===== config.mk =====
export PLATFORM = sky130hd
export DESIGN_NAME = hazard_ctrl
export DESIGN_NICKNAME = d
export VERILOG_FILES = /design/src/rtl/cpu_pipe_pkg.sv /design/src/rtl/hazard_detect.sv /design/src/rtl/hazard_ctrl.sv
export SDC_FILE = /design/constraint.sdc
export NUM_CORES = 1
export LEC_CHECK = 0
export ABC_AREA = 1
export CAP_MARGIN = 5
export CORE_AREA = 3 3 40 42
export CTS_CLUSTER_SIZE = 10
export DETAILED_ROUTE_END_ITERATION = 16
export DIE_AREA = 0 0 43 45
export PLACE_DENSITY = 0.74
export SLEW_MARGIN = 5
export SYNTH_ARGS = -nofsm -noshare
export SYNTH_HDL_FRONTEND = slang
export SYNTH_SLANG_ARGS = --single-unit

===== constraint.sdc =====
create_clock -name clk -period 1.2 [get_ports clk]
set_clock_uncertainty 0.05 [all_clocks]
set_input_delay 0.18 -clock clk [delete_from_list [all_inputs] [get_ports clk]]
set_output_delay 0.18 -clock clk [all_outputs]
set_load 0.03 [all_outputs]

===== src/rtl/cpu_pipe_pkg.sv =====
// Shared pipeline types: register address, XZR index and hazard FSM states.
package cpu_pipe_pkg;

    typedef logic [4:0] reg_addr_t;

    // XZR reads as zero and is never written, so it can never carry a hazard.
    localparam reg_addr_t ZERO_REG = 5'd31;

    typedef enum logic [1:0] {
        StRun     = 2'd0,
        StLuStall = 2'd1,
        StBrFlush = 2'd2
    } hz_state_t;

endpackage


===== src/rtl/hazard_detect.sv =====
// Combinational load-use comparator: ID source registers against a load's destination in EX.
module hazard_detect
    import cpu_pipe_pkg::*;
#(
    parameter reg_addr_t ZERO_REG = cpu_pipe_pkg::ZERO_REG
) (
    input  logic      ex_read_enable_i,
    input  logic      ex_reg_write_i,
    input  reg_addr_t ex_rd_addr_i,
    input  reg_addr_t id_rn_addr_i,
    input  reg_addr_t id_rm_addr_i,
    input  logic      id_uses_rn_i,
    input  logic      id_uses_rm_i,
    output logic      lu_hit_o
);

    logic rn_match;
    logic rm_match;

    assign rn_match = id_uses_rn_i && (id_rn_addr_i == ex_rd_addr_i);
    assign rm_match = id_uses_rm_i && (id_rm_addr_i == ex_rd_addr_i);

    assign lu_hit_o = ex_read_enable_i && ex_reg_write_i && (ex_rd_addr_i != ZERO_REG) &&
                      (rn_match || rm_match);

endmodule


===== src/rtl/hazard_ctrl.sv =====
// Hazard control for the ID/EX register bank: load-use stalls and taken-branch flushes.
// Optional HAZARD_CTRL_PERF_EN adds saturating stall/flush cycle counters.
module hazard_ctrl
    import cpu_pipe_pkg::*;
#(
    parameter int unsigned LU_STALL_CYCLES = 1,
    parameter int unsigned BR_FLUSH_CYCLES = 1,
    parameter reg_addr_t   ZERO_REG        = cpu_pipe_pkg::ZERO_REG
) (
    input  logic        clk,
    input  logic        reset,
    input  reg_addr_t   id_RnAddr,
    input  reg_addr_t   id_RmAddr,
    input  logic        id_usesRn,
    input  logic        id_usesRm,
    input  reg_addr_t   ex_RdAddr,
    input  logic        ex_read_enable,
    input  logic        ex_RegWrite,
    input  logic        br_taken,
    output logic        pc_hold,
    output logic        ifid_hold,
    output logic        ifid_flush,
    output logic        idex_bubble,
`ifdef HAZARD_CTRL_PERF_EN
    output logic [31:0] lu_stall_cnt,
    output logic [31:0] br_flush_cnt,
`endif
    output logic [1:0]  state_o
);

    // Remaining extra cycles after the detecting/resolving cycle, minus one.
    localparam logic [1:0] LuCntInit = 2'(LU_STALL_CYCLES - 2);
    localparam logic [1:0] BrCntInit = 2'(BR_FLUSH_CYCLES - 2);

    hz_state_t  state_q, state_d;
    logic [1:0] cnt_q, cnt_d;
    logic       lu_hit;

    hazard_detect #(
        .ZERO_REG (ZERO_REG)
    ) u_detect (
        .ex_read_enable_i (ex_read_enable),
        .ex_reg_write_i   (ex_RegWrite),
        .ex_rd_addr_i     (ex_RdAddr),
        .id_rn_addr_i     (id_RnAddr),
        .id_rm_addr_i     (id_RmAddr),
        .id_uses_rn_i     (id_usesRn),
        .id_uses_rm_i     (id_usesRm),
        .lu_hit_o         (lu_hit)
    );

    // State and countdown register.
    always_ff @(posedge clk or posedge reset) begin
        if (reset) begin
            state_q <= StRun;
            cnt_q   <= 2'd0;
        end else begin
            state_q <= state_d;
            cnt_q   <= cnt_d;
        end
    end

    // Next state and zero-latency control outputs.
    always_comb begin
        state_d     = state_q;
        cnt_d       = cnt_q;
        pc_hold     = 1'b0;
        ifid_hold   = 1'b0;
        ifid_flush  = 1'b0;
        idex_bubble = 1'b0;

        unique case (state_q)
            StRun, StLuStall: begin
                // A taken branch outranks any load-use hazard, and aborts a stall in progress.
                if (br_taken) begin
                    ifid_flush  = 1'b1;
                    idex_bubble = 1'b1;
                    if (BR_FLUSH_CYCLES > 1) begin
                        state_d = StBrFlush;
                        cnt_d   = BrCntInit;
                    end else begin
                        state_d = StRun;
                        cnt_d   = 2'd0;
                    end
                end else if (state_q == StLuStall) begin
                    pc_hold     = 1'b1;
                    ifid_hold   = 1'b1;
                    idex_bubble = 1'b1;
                    if (cnt_q == 2'd0) begin
                        state_d = StRun;
                    end else begin
                        cnt_d = cnt_q - 2'd1;
                    end
                end else if (lu_hit) begin
                    pc_hold     = 1'b1;
                    ifid_hold   = 1'b1;
                    idex_bubble = 1'b1;
                    if (LU_STALL_CYCLES > 1) begin
                        state_d = StLuStall;
                        cnt_d   = LuCntInit;
                    end
                end
            end
            StBrFlush: begin
                ifid_flush  = 1'b1;
                idex_bubble = 1'b1;
                if (cnt_q == 2'd0) begin
                    state_d = StRun;
                end else begin
                    cnt_d = cnt_q - 2'd1;
                end
            end
            default: begin
                state_d = StRun;
                cnt_d   = 2'd0;
            end
        endcase
    end

    assign state_o = state_q;

`ifdef HAZARD_CTRL_PERF_EN
    logic [31:0] lu_stall_cnt_q;
    logic [31:0] br_flush_cnt_q;

    // Saturating per-cycle counters of stall and flush activity.
    always_ff @(posedge clk or posedge reset) begin
        if (reset) begin
            lu_stall_cnt_q <= 32'd0;
            br_flush_cnt_q <= 32'd0;
        end else begin
            if (idex_bubble && pc_hold && (lu_stall_cnt_q != 32'hFFFF_FFFF)) begin
                lu_stall_cnt_q <= lu_stall_cnt_q + 32'd1;
            end
            if (idex_bubble && ifid_flush && (br_flush_cnt_q != 32'hFFFF_FFFF)) begin
                br_flush_cnt_q <= br_flush_cnt_q + 32'd1;
            end
        end
    end

    assign lu_stall_cnt = lu_stall_cnt_q;
    assign br_flush_cnt = br_flush_cnt_q;
`endif

endmodule


* After elaboration in Yosys (flattened, before gate mapping)
Cells that the tools add are included.
** Word-level totals
- Flip-flop bits (word level) :: 4
- Output and inout port bits :: 6
- Word-level logic and storage cells :: 34
** Operators by class
- Mux-type cells :: 16
- Equal/unequal tests :: 6
- Reduce and logical (&&, ||, !) cells :: 9
- Add/sub/neg operators :: 1
** Operators with widths (count)
- 2-bit two-way mux :: 6
- 5-bit equality test :: 2
- 2-bit case mux with 2 select lines :: 2
- 1-bit two-way mux :: 6
- 1-bit logical AND :: 5
- 5-bit inequality test, second input constant :: 1
- 2-bit zero test :: 2
- 1-bit case mux with 2 select lines :: 2
- 3-bit inequality test, second input constant :: 1
- 2-bit by 1-bit equality test with 1-bit output, second input constant :: 1
- 2-bit equality test, second input constant :: 1
- 2-bit OR reduction :: 1
- 2-bit by 1-bit subtractor with 2-bit output, second input constant :: 1
- 1-bit logical OR :: 1

* Depth between registers and ports, before layout
- Depth after elaboration :: 8
- Gate-level depth with buffers :: 10
- Mapped depth without buffers :: 10

* Hierarchy
From an unflattened synthesis, not the netlist that was laid out.
** Second synthesis, totals
- Cells, all modules :: 90
- Area, all modules :: 462.9 um^2
** By module, submodules not included
- hazard_ctrl :: seq. area each 100.1 um^2, cells each 35, area an instance 241.5 um^2, times used 1
- hazard_detect :: seq. area each 0.0 um^2, cells each 55, area an instance 221.5 um^2, times used 1

* Worst setup path after synthesis
OpenSTA, ideal clock, no wires.
- Kind :: flip-flop to output port
- From :: register state_q[1], in the netlist state_o[1]
- To :: output pc_hold
- Cell stages (with the launch flop) :: 5
- Data arrival time :: 1578 ps
- Slack :: -608 ps
- Required time :: 970 ps
- Path buffers :: 1
- Cells stage by stage :: dfrtp_1 -> nor2_1 -> inv_1 -> a21oi_1 -> buf_4
** On the way
- Longest elaborated chain between the ends :: 4
** Ends and longest elaborated chain
- start: declaration :: RTL line hazard_ctrl.sv:35 : hz_state_t state_q, state_d;
- start signal: assignment :: RTL line hazard_ctrl.sv:55 : state_q <= StRun;
- start signal: assignment :: RTL line hazard_ctrl.sv:58 : state_q <= state_d;
- 2-bit by 1-bit equality test with 1-bit output
- 1-bit two-way mux (2 in series)
- 1-bit two-way mux *
- end: declaration :: RTL line hazard_ctrl.sv:20 : output logic pc_hold,
Mark *: on every way between the ends. The rest lies on a longest branch, timed or not.

* Final worst setup path
- From :: register state_q[1], in the netlist state_o[1]
- To :: output pc_hold
** On the way
- Longest elaborated chain between the ends :: 4
** Ends and longest elaborated chain
- 2-bit by 1-bit equality test with 1-bit output :: RTL line hazard_ctrl.sv:72, hazard_ctrl.sv:85
- 1-bit two-way mux :: RTL line hazard_ctrl.sv:85 : end else if (state_q == StLuStall) begin
- 1-bit two-way mux :: RTL line hazard_ctrl.sv:75 : if (br_taken) begin
- 1-bit two-way mux * :: RTL line hazard_ctrl.sv:72 : unique case (state_q)
Marked as above.

==> flow_summary.json <==
{
  "slew_headroom_pct": 84.9,
  "io_pins": 28,
  "coreArea_um2": 1280,
  "hold_path_class": "input pin to asynchronous set/reset pin",
  "critPathLaunchType": "register",
  "ys_top_cells_by_count": "41 x nand2_1, 13 x inv_1, 13 x nor2_1",
  "synthDistinctLibCells": 10,
  "clkTransAtPathRegs_ns": 0.04,
  "firstDrtPassIters": 4,
  "antenna_cells": 0,
  "yosysMostFrequentCell": "nand2_1",
  "vdd_drop_max_mv": 0.433,
  "layout-drive-gt1-share_pct": 45.0,
  "antenna_left": 0,
  "clock_power_share_pct": 36.7,
  "cp.required_ns": 0.97,
  "synth-edff-count": 0,
  "drcViolationCount": 0,
  "synth_fp_nets": 111,
  "powerDensity_nw_per_um2": 557,
  "synth-seq-cells": 4,
  "synth_area_per_cell_um2": 4.91,
  "overflow": 0,
  "drv_cap": 0,
  "fmax_ghz": 0.729,
  "worstSetupPathType": "register to primary output",
  "worstSetupEndpointType": "primary output",
  "synthTopCellsByArea": "nand2_1 35%, dfrtp_1 23%, inv_1 11%",
  "rows": 13,
  "numCtsBuffers": 3,
  "die_y_um": 45,
  "setup_violations": 6,
  "synth_top_area_share_pct": 35.2,
  "final.setup.worst_slack_ns": -0.172,
  "synthArstFlopShare_pct": 100,
  "cts-root-buf": "clkbuf_4",
  "via_per_inst": 4.28,
  "port_buffers": 27,
  "cts_tree": "built",
  "start_util_pct": 34.0,
  "cts.sinks": 4,
  "grt_max_degree": 6,
  "dp_hpwl_um": 977,
  "status": "complete, but fails checks",
  "fp.dieW_um": 43,
  "syn_to_final_growth_pct": 96.8,
  "sw_frac_of_total_pct": 27.6,
  "switching_power_mw": 0.132,
  "rsz0062_at_grt": "yes",
  "drt_iter0_drc": 5,
  "leakagePower_nw": 0.515,
  "hold_violations": 0,
  "syn_inst": 89,
  "routed_wl_mm": 1.30,
  "wl_per_cell_um": 8.91,
  "worstMarginPinSlew_ns": 0.226,
  "pwr-share-comb_pct": 35.0,
  "track_usage_pct": 11.7,
  "htreeDepth": 1,
  "violations": "negative setup slack",
  "insertion_delay_ns": 0.23,
  "finalCriticalPeriod_ns": 1.37,
  "fin_cells": 146,
  "vias": 625,
  "seq_power_share_pct": 28.3,
  "grt_pass1_vias": 491,
  "synth-main-ff-cell": "dfrtp_1",
  "synth_warnings": 0,
  "fin_util_pct": 66.9,
  "report.final.slew_viol_count": 0,
  "p_total_mw": 0.479,
  "yosys.area.top_type": "nand2_1",
  "gp_congestion": 0.747,
  "antenna_found_initial": 0,
  "layout.nets": 154,
  "worstPathArrival_ns": 1.14,
  "dieArea_um2": 1940,
  "placedCellCount": 134,
  "finalCritPeriodShare_pct": 114,
  "netlist_area_um2": 437,
  "pre_cts_ws_ns": -0.649,
  "grt_pass1_wl_mm": 1.78,
  "yosysSeqAreaShare_pct": 22.9,
  "intPower_mw": 0.347,
  "cts_buffer_depth": 2,
  "crit_fanout": 4
}
## power groups by stage
stage	Sequential (mW)	Combinational, mW	Clock (mW)
global route	0.135	0.187	0.191
finish	0.136	0.168	0.176
global placement	0.137	0.171	0
floorplan	0.137	0.0731	0
detailed placement	0.137	0.173	0
CTS	0.136	0.160	0.184
## layer usage
| metal | track usage (%) | wire (µm) |
|---|---|---|
| met5 | 0 | 0 |
| met4 | 3.61 | 0 |
| met3 | 1.20 | 68 |
| met2 | 19.5 | 624 |
| met1 | 16.1 | 609 |
## critical path, stage by stage, from the launching register on
cell,delay (ns)
dfrtp_2,0.45
nor2_4,0.11
inv_2,0.06
a21oi_4,0.13
buf_6,0.15
## sequential cells by signal (all words and copies together) (netlist names)
signal / count
state_o: 2
cnt_q: 2
## worst paths after layout
kind,start,depth (start not counted),slack (ns),endpoint
hold reg to reg,cnt_q[1],2,0.48,state_o[1]
hold / removal,reset,2,0.07,state_o[1]
setup reg to reg,state_o[1],6,-0.01,state_o[0]
max in group asynchronous,reset,2,0.87,state_o[0]
setup / recovery,state_o[1],4,-0.17,pc_hold
min in group clk,br_taken,5,0.46,cnt_q[0]
## through the flow
step,hold slack [ns],setup TNS (ns),instance area (µm²)
after floorplan,-0.104,-0.127,482
after global placement,0.319,-2.07,774
after detailed placement,0.320,-2.09,774
after CTS,0.0685,-0.574,807
after global routing,0.0966,-0.825,860
final,0.0717,-0.573,860
## layout make-up
| class | count | area (µm²) |
|---|---|---|
| inverters | 20 | 80.1 |
| well taps | 15 | 18.8 |
| repair buffers | 39 | 319 |
| clock buffers | 4 | 26.3 |
| fillers | 124 | 425 |
| multi-input cells | 64 | 313 |
| flip-flops and latches | 4 | 103 |
## placed cells by master (no fill, tap or decap), drive strengths merged
cell           Yosys  layout
nand3              5       5
buf                1      31
nor2              13      13
dfrtp              4       4
clkdlybuf4s50      0       1
a21oi              2       2
inv               20      20
dlymetal6s2s       0       1
nor3               2       2
dlygate4sd2        0       4
nand2             41      41
nand4              1       1
clkbuf             0       6
## what timing repair did
item	4_1_cts	5_1_grt
setup buffers	4	5
gates resized for setup	72	14
hold buffers	0	0
setup endpoints to repair	4	6
pin swaps	27	18
## cells by family after synthesis
family	after synthesis	share of synthesized area, %
and+or+nand+nor	62	55.9
AOI/OAI and AO/OA	2	2.29
buffers and inverters	21	18.9
DFF	4	22.9
No activity file was read; power rests on OpenSTA's default activity.
